`config.mk`:
```
export PLATFORM = sky130hd
export DESIGN_NAME = boot_loader
export DESIGN_NICKNAME = d
export VERILOG_FILES = /design/src/rtl/boot_loader_defs.sv /design/src/rtl/boot_loader.sv
export SDC_FILE = /design/constraint.sdc
export NUM_CORES = 1
export LEC_CHECK = 0
export ABC_CLOCK_PERIOD_IN_PS = 3200
export CORE_MARGIN = 5
export CORE_UTILIZATION = 25
export CTS_CLUSTER_SIZE = 40
export DETAILED_ROUTE_END_ITERATION = 16
export DONT_BUFFER_PORTS = 1
export HOLD_SLACK_MARGIN = 0.1
export PLACE_DENSITY_LB_ADDON = 0.15
export SYNTH_ARGS = -nofsm -noshare
export SYNTH_HDL_FRONTEND = slang
export SYNTH_SLANG_ARGS = --single-unit
```
`constraint.sdc`:
```
create_clock -name clk -period 3.2 [get_ports clk]
set_clock_uncertainty 0.2 [all_clocks]
set_input_delay 0.96 -clock clk [delete_from_list [all_inputs] [get_ports clk]]
set_output_delay 0.96 -clock clk [all_outputs]
set_load 0.005 [all_outputs]
```
`src/rtl/boot_loader_defs.sv`:
```
// Shared definitions for the program loader: record command codes and FSM states.
package boot_loader_defs;

  localparam logic [7:0] CMD_WRITE = 8'h01;
  localparam logic [7:0] CMD_FILL  = 8'h02;
  localparam logic [7:0] CMD_RUN   = 8'h03;

  typedef enum logic [3:0] {
    S_CMD,
    S_ADDR,
    S_LEN,
    S_DATA,
    S_FVAL,
    S_FILL,
    S_CSUM,
    S_RUN,
    S_ERR
  } state_t;

  function automatic logic state_accepts(input state_t s);
    return s inside {S_CMD, S_ADDR, S_LEN, S_DATA, S_FVAL, S_CSUM};
  endfunction

endpackage

```
`src/rtl/boot_loader.sv`:
```
// Framed-record program loader: writes the 6502 program RAM while holding the
// core in reset, then releases it with the reset vector from a RUN record.
module boot_loader
  import boot_loader_defs::*;
#(
  parameter int unsigned ADDR_W = 16,
  parameter int unsigned LEN_W  = 8,
  parameter int unsigned DATA_W = 8
) (
  input  logic              clk,
  input  logic              rst,
  input  logic [7:0]        in_data,
  input  logic              in_valid,
  output logic              in_ready,
  input  logic              restart,
  output logic [ADDR_W-1:0] mem_addr,
  output logic [DATA_W-1:0] mem_data,
  output logic              mem_write_en,
  output logic              cpu_rst,
  output logic [ADDR_W-1:0] pc_reset,
  output logic              done,
  output logic              err
);

  localparam int unsigned ADDR_BYTES = (ADDR_W + 7) / 8;
  localparam int unsigned IDX_W      = $clog2(ADDR_BYTES + 1);
  localparam int unsigned CNT_W      = LEN_W + 1;

  if (DATA_W != 8) begin : g_bad_data_w
    $error("boot_loader: DATA_W must be 8");
  end
  if (LEN_W < 1 || LEN_W > 8) begin : g_bad_len_w
    $error("boot_loader: LEN_W must be 1..8");
  end

  state_t              state;
  logic                live;
  logic [7:0]          cmd;
  logic [7:0]          sum;
  logic [DATA_W-1:0]   fill_val;
  logic [ADDR_W-1:0]   addr;
  logic [IDX_W-1:0]    abytes_left;
  logic [CNT_W-1:0]    len;
  logic                take;
  logic [LEN_W-1:0]    len_field;

  // live keeps in_ready low throughout reset even though state resets to S_CMD
  assign in_ready  = live & state_accepts(state);
  assign take      = in_valid & in_ready;
  assign len_field = in_data[LEN_W-1:0];

  always_ff @(posedge clk or negedge rst) begin
    if (!rst) begin
      state        <= S_CMD;
      live         <= 1'b0;
      cmd          <= '0;
      sum          <= '0;
      fill_val     <= '0;
      addr         <= '0;
      abytes_left  <= '0;
      len          <= '0;
      mem_addr     <= '0;
      mem_data     <= '0;
      mem_write_en <= 1'b0;
      cpu_rst      <= 1'b0;
      pc_reset     <= '0;
      done         <= 1'b0;
      err          <= 1'b0;
    end else begin
      live         <= 1'b1;
      mem_write_en <= 1'b0;
      if (restart) begin
        state   <= S_CMD;
        err     <= 1'b0;
        done    <= 1'b0;
        cpu_rst <= 1'b0;
      end else begin
        case (state)
          S_CMD: if (take) begin
            cmd <= in_data;
            sum <= in_data;
            if (in_data inside {CMD_WRITE, CMD_FILL, CMD_RUN}) begin
              state       <= S_ADDR;
              abytes_left <= IDX_W'(ADDR_BYTES - 1);
            end else begin
              state <= S_ERR;
              err   <= 1'b1;
            end
          end
          S_ADDR: if (take) begin
            sum  <= 8'(sum + in_data);
            // shifting big-endian bytes through an ADDR_W register truncates to the low bits
            addr <= ADDR_W'({addr, in_data});
            if (abytes_left == '0) state <= S_LEN;
            else abytes_left <= abytes_left - IDX_W'(1);
          end
          S_LEN: if (take) begin
            sum <= 8'(sum + in_data);
            len <= (len_field == '0) ? (CNT_W'(1) << LEN_W) : CNT_W'(len_field);
            if (cmd == CMD_WRITE) state <= S_DATA;
            else if (cmd == CMD_FILL) state <= S_FVAL;
            else if (in_data != 8'h00) begin
              state <= S_ERR;
              err   <= 1'b1;
            end else state <= S_CSUM;
          end
          S_DATA: if (take) begin
            sum          <= 8'(sum + in_data);
            mem_write_en <= 1'b1;
            mem_addr     <= addr;
            mem_data     <= in_data;
            addr         <= addr + ADDR_W'(1);
            len          <= len - CNT_W'(1);
            if (len == CNT_W'(1)) state <= S_CSUM;
          end
          S_FVAL: if (take) begin
            sum      <= 8'(sum + in_data);
            fill_val <= in_data;
            state    <= S_FILL;
          end
          S_FILL: begin
            mem_write_en <= 1'b1;
            mem_addr     <= addr;
            mem_data     <= fill_val;
            addr         <= addr + ADDR_W'(1);
            len          <= len - CNT_W'(1);
            if (len == CNT_W'(1)) state <= S_CSUM;
          end
          S_CSUM: if (take) begin
            if (8'(sum + in_data) == 8'h00) begin
              if (cmd == CMD_RUN) begin
                state    <= S_RUN;
                pc_reset <= addr;
                cpu_rst  <= 1'b1;
                done     <= 1'b1;
              end else state <= S_CMD;
            end else begin
              state <= S_ERR;
              err   <= 1'b1;
            end
          end
          S_RUN, S_ERR: ;
          default: state <= S_CMD;
        endcase
      end
    end
  end

endmodule
```
==> results by group <==
Status
  – Outcome: completed

Yosys
  – Number of standard cells after synthesis: 529
  – Synthesized netlist net count: 553
  – Fraction of synthesized cell area taken by the top area cell type: 0.4733
  – Async set-or-reset flop fraction in the synthesized netlist: 1.000
  – Top_reg_cell synth: sky130_fd_sc_hd__dfrtp_1
  – Largest area contributor in the synthesized netlist: sky130_fd_sc_hd__dfrtp_1
  – Flip-flop and latch count after synthesis: 99
  – Leading cell types by total area after synthesis: sky130_fd_sc_hd__dfrtp_1 (47%), sky130_fd_sc_hd__mux2_2 (7.3%), sky130_fd_sc_hd__o21ai_0 (4.5%)
  – Register area share after synthesis: 0.4733
  – Number of enable flip-flop cells after synthesis: 0
  – Synthesis Warnings: 0
  – Number of distinct standard cells referenced by the synthesized netlist: 62
  – Mean post-synth cell area: 9.894 um2
  – Post-synth design cell area: 5234 um2

Die
  – Number of core rows: 53
  – Area of the core region: 20820 um2
  – Floorplan die width: 154.7 um
  – Die area: around 24000 um2
  – Starting density of the core: 0.2514
  – Vertical extent of the die: between 150 and 200 um
  – Num ports: 57

Timing
  – Maximum clock frequency: 0.3317 GHz
  – Final count of hold timing violations: 0
  – Fin Setup TNS: 0 ps
  – Total setup violations reported at the end of the flow: 0
  – Max Transition Viols Final: 0
  – Final period demand of the worst path: 3014 ps
  – Post-layout worst setup margin: roughly 190 ps
  – Max-slew headroom at the worst pin: 0.3684
  – Unrepaired setup endpoints after global routing: no
  – Slew @ Worst Pin: approximately 940 ps
  – Period utilization: 0.9420

Clock tree
  – Maximum level of the CTS H-tree: 3
  – Clock tree from TritonCTS: yes
  – # resized after CTS: 0
  – Clock buffer count from CTS: 9
  – Post CTS Setup Buffer Count: 0
  – Maximum clock insertion buffer count: 2
  – Root buf cell: sky130_fd_sc_hd__clkbuf_16
  – Clock-pin transition on the worst setup and hold timing paths: 70 ps
  – CTS sink cnt: 99
  – Later-pin clock latency in the skew report: roughly 350 ps

Detailed routing
  – WL met3: 816 um
  – Via Count: between 3000 and 4000
  – Top routing layer in use: met4
  – Iter 0 DRT Violations: 199
  – Metal1 wirelength: 6801 um
  – Remaining number of nets flagged by the antenna check after routing: 0
  – First drt pass iteration count: 4
  – Average via count per standard cell: 4.854
  – Routed wirelength normalized by instance count: 17.44 um
  – Routed Wire Length: 14320 um
  – Met2 Routed Length: roughly 6500 um
  – DR DRC count: 0

Layout
  – N_diodes: 0
  – Nets: roughly 570
  – Number of filler instances in the final layout: about 2200
  – Fraction of layout cells with a size suffix above 1: 0.1905
  – Area growth syn-to-layout: 16.54%

Worst setup path
  – Maximum fanout encountered on the critical timing path: 16
  – Setup Crit Path Kind: input port to register
  – Launching element type of the critical path: input port
  – Required time of the critical path: 3230 ps
  – Kind of capture point of the worst setup path: register
  – CP arrival: 3050 ps

Global routing
  – Wire length of the first global-routing pass: ~23000 um
  – Global router's overall resource usage: 0.1204
  – Vias in the first global route: 3965
  – Antenna violations before repair: 0
  – Total global routing overflow: 0
  – Largest net degree at the start of global routing: 100

Power
  – Proportion of power drawn by flip-flops and latches: 0.470
  – Internal power contribution: 2091 uW
  – Part of the power in the clock network: 0.372
  – Fraction of power spent switching nets: 0.2743
  – Combinational Power Share: 0.158
  – Highest ir drop seen on vdd: around 0.23 mV
  – Switching power total: 790.3 uW
  – Leakage power of the design: around 0.0027 uW
  – Power density over the cells: ~470 nW/um2

Worst hold path
  – HP Class: register to register

Placed design
  – Quantity of I/O buffers inserted on ports: 0
  – Final weighted congestion of routability-driven global placement: 0.8472
  – Worst slack at placement: -180.7 ps
  – Detailed-placement wirelength estimate: 10080 um

Job
  – # Max-Cap Violations: 0
[metal layers]
| layer | vias up | global-route usage |
|---|---|---|
| met5 | - | 0 |
| met2 | 82 | 0.1843 |
| met3 | 13 | 0.03302 |
| met4 | 0 | 0.03448 |
| met1 | 1963 | 0.1672 |
| li1 | 1927 | - |
[layout by cell type (no fill, tap or decap), drive strengths merged, types with 9 or more instances in the layout]
cell,n
nand3,18
mux2,44
a21oi,39
ha,11
mux2i,11
o21ai,49
nand2,49
clkbuf,10
buf,27
nor3,10
nor2,45
inv,23
dfrtp,99
a31oi,9
[registers in the layout, summed over array words and instances (netlist names)]
name,flops
addr,16
done,1
state,4
len,9
fill_val,8
mem_addr,16
abytes_left,2
mem_write_en,1
sum,8
err,1
mem_data,8
live,1
pc_reset,16
cmd,8
[through the flow]
step / util / instances / instance area, um2 / total power (uW) / hold WS (ps)
after global routing: 0.2929 / 821 / 6100 / 3043 / 313.0
after global placement: 0.2771 / 803 / 5771 / 1801 / 259.3
final: 0.2929 / 821 / 6100 / 2882 / 279.6
after detailed placement: 0.2771 / 803 / 5771 / 1803 / 270.4
after floorplan: - / 529 / 5343 / 1675 / 240.7
after CTS: 0.2911 / 819 / 6062 / 2911 / 78.18
[power by group through the flow]
| stage | Clock [uW] | Combinational [uW] | Sequential (uW) |
|---|---|---|---|
| detailed placement | 0 | 425 | 1380 |
| global placement | 0 | 424 | 1380 |
| global route | 1180 | 507 | 1360 |
| CTS | 1130 | 427 | 1350 |
| finish | 1070 | 455 | 1350 |
| floorplan | 0 | 314 | 1360 |
[path summary, 6_finish.rpt]
check / slack (ps) / cells past startpoint / start / end
max reg2reg: 410 / 8 / sum[1] / pc_reset[14]
min: 280 / 2 / fill_val[1] / fill_val[1]
min reg2reg: 280 / 2 / fill_val[1] / fill_val[1]
min in group asynchronous: 330 / 1 / rst / mem_addr[4]
max in group asynchronous: 1210 / 1 / rst / state[0]
max: 190 / 8 / in_data[1] / pc_reset[14]
[cells by family (layout without fill, tap and decap cells)]
logic type / Yosys count / count (layout) / share of synthesized area
buffers and inverters: 46 / 63 / 0.03538
XOR/XNOR: 6 / 6 / 0.01004
adder cells (fa/ha/maj): 12 / 12 / 0.03012
AND/OR/NAND/NOR: 166 / 166 / 0.1566
flip-flops: 99 / 99 / 0.4733
multiplexers: 55 / 55 / 0.1229
other: 1 / 1 / 0.0007165
AO/OA/AOI/OAI: 144 / 144 / 0.1709
[area by class of cell]
type | instances | area [um2] | share of cell area
clock inverters | 6 | 52.55 | 0.008615
repair buffers | 28 | 245.2 | 0.04021
multi-input cells | 384 | 2670 | 0.4377
flip-flops and latches | 99 | 2477 | 0.4062
clock buffers | 10 | 239.0 | 0.03918
inverters | 19 | 71.32 | 0.01169
well taps | 275 | 344.1 | 0.05641
[synth_stat cells, types with 6 or more instances]
master                      n
sky130_fd_sc_hd__a21oi_1   39
sky130_fd_sc_hd__a31oi_1    9
sky130_fd_sc_hd__clkbuf_1  24
sky130_fd_sc_hd__dfrtp_1   99
sky130_fd_sc_hd__ha_1      11
sky130_fd_sc_hd__inv_1     19
sky130_fd_sc_hd__mux2_2    34
sky130_fd_sc_hd__mux2_4    10
sky130_fd_sc_hd__mux2i_1   11
sky130_fd_sc_hd__nand2_1   49
sky130_fd_sc_hd__nand3_1   18
sky130_fd_sc_hd__nor2_1    45
sky130_fd_sc_hd__nor3_1    10
sky130_fd_sc_hd__o21ai_0   47
sky130_fd_sc_hd__o22ai_1    6
[worst max-delay path, cell delays in order]
cell and delay (ps):
sky130_fd_sc_hd__ha_1 290, sky130_fd_sc_hd__a211oi_1 350, sky130_fd_sc_hd__or3_1 200, sky130_fd_sc_hd__nand3_1 130, sky130_fd_sc_hd__a2111oi_4 460, sky130_fd_sc_hd__nand4_4 150, sky130_fd_sc_hd__buf_12 190, sky130_fd_sc_hd__mux2_4 300
Note: power is estimated with default switching activity, not from simulation.
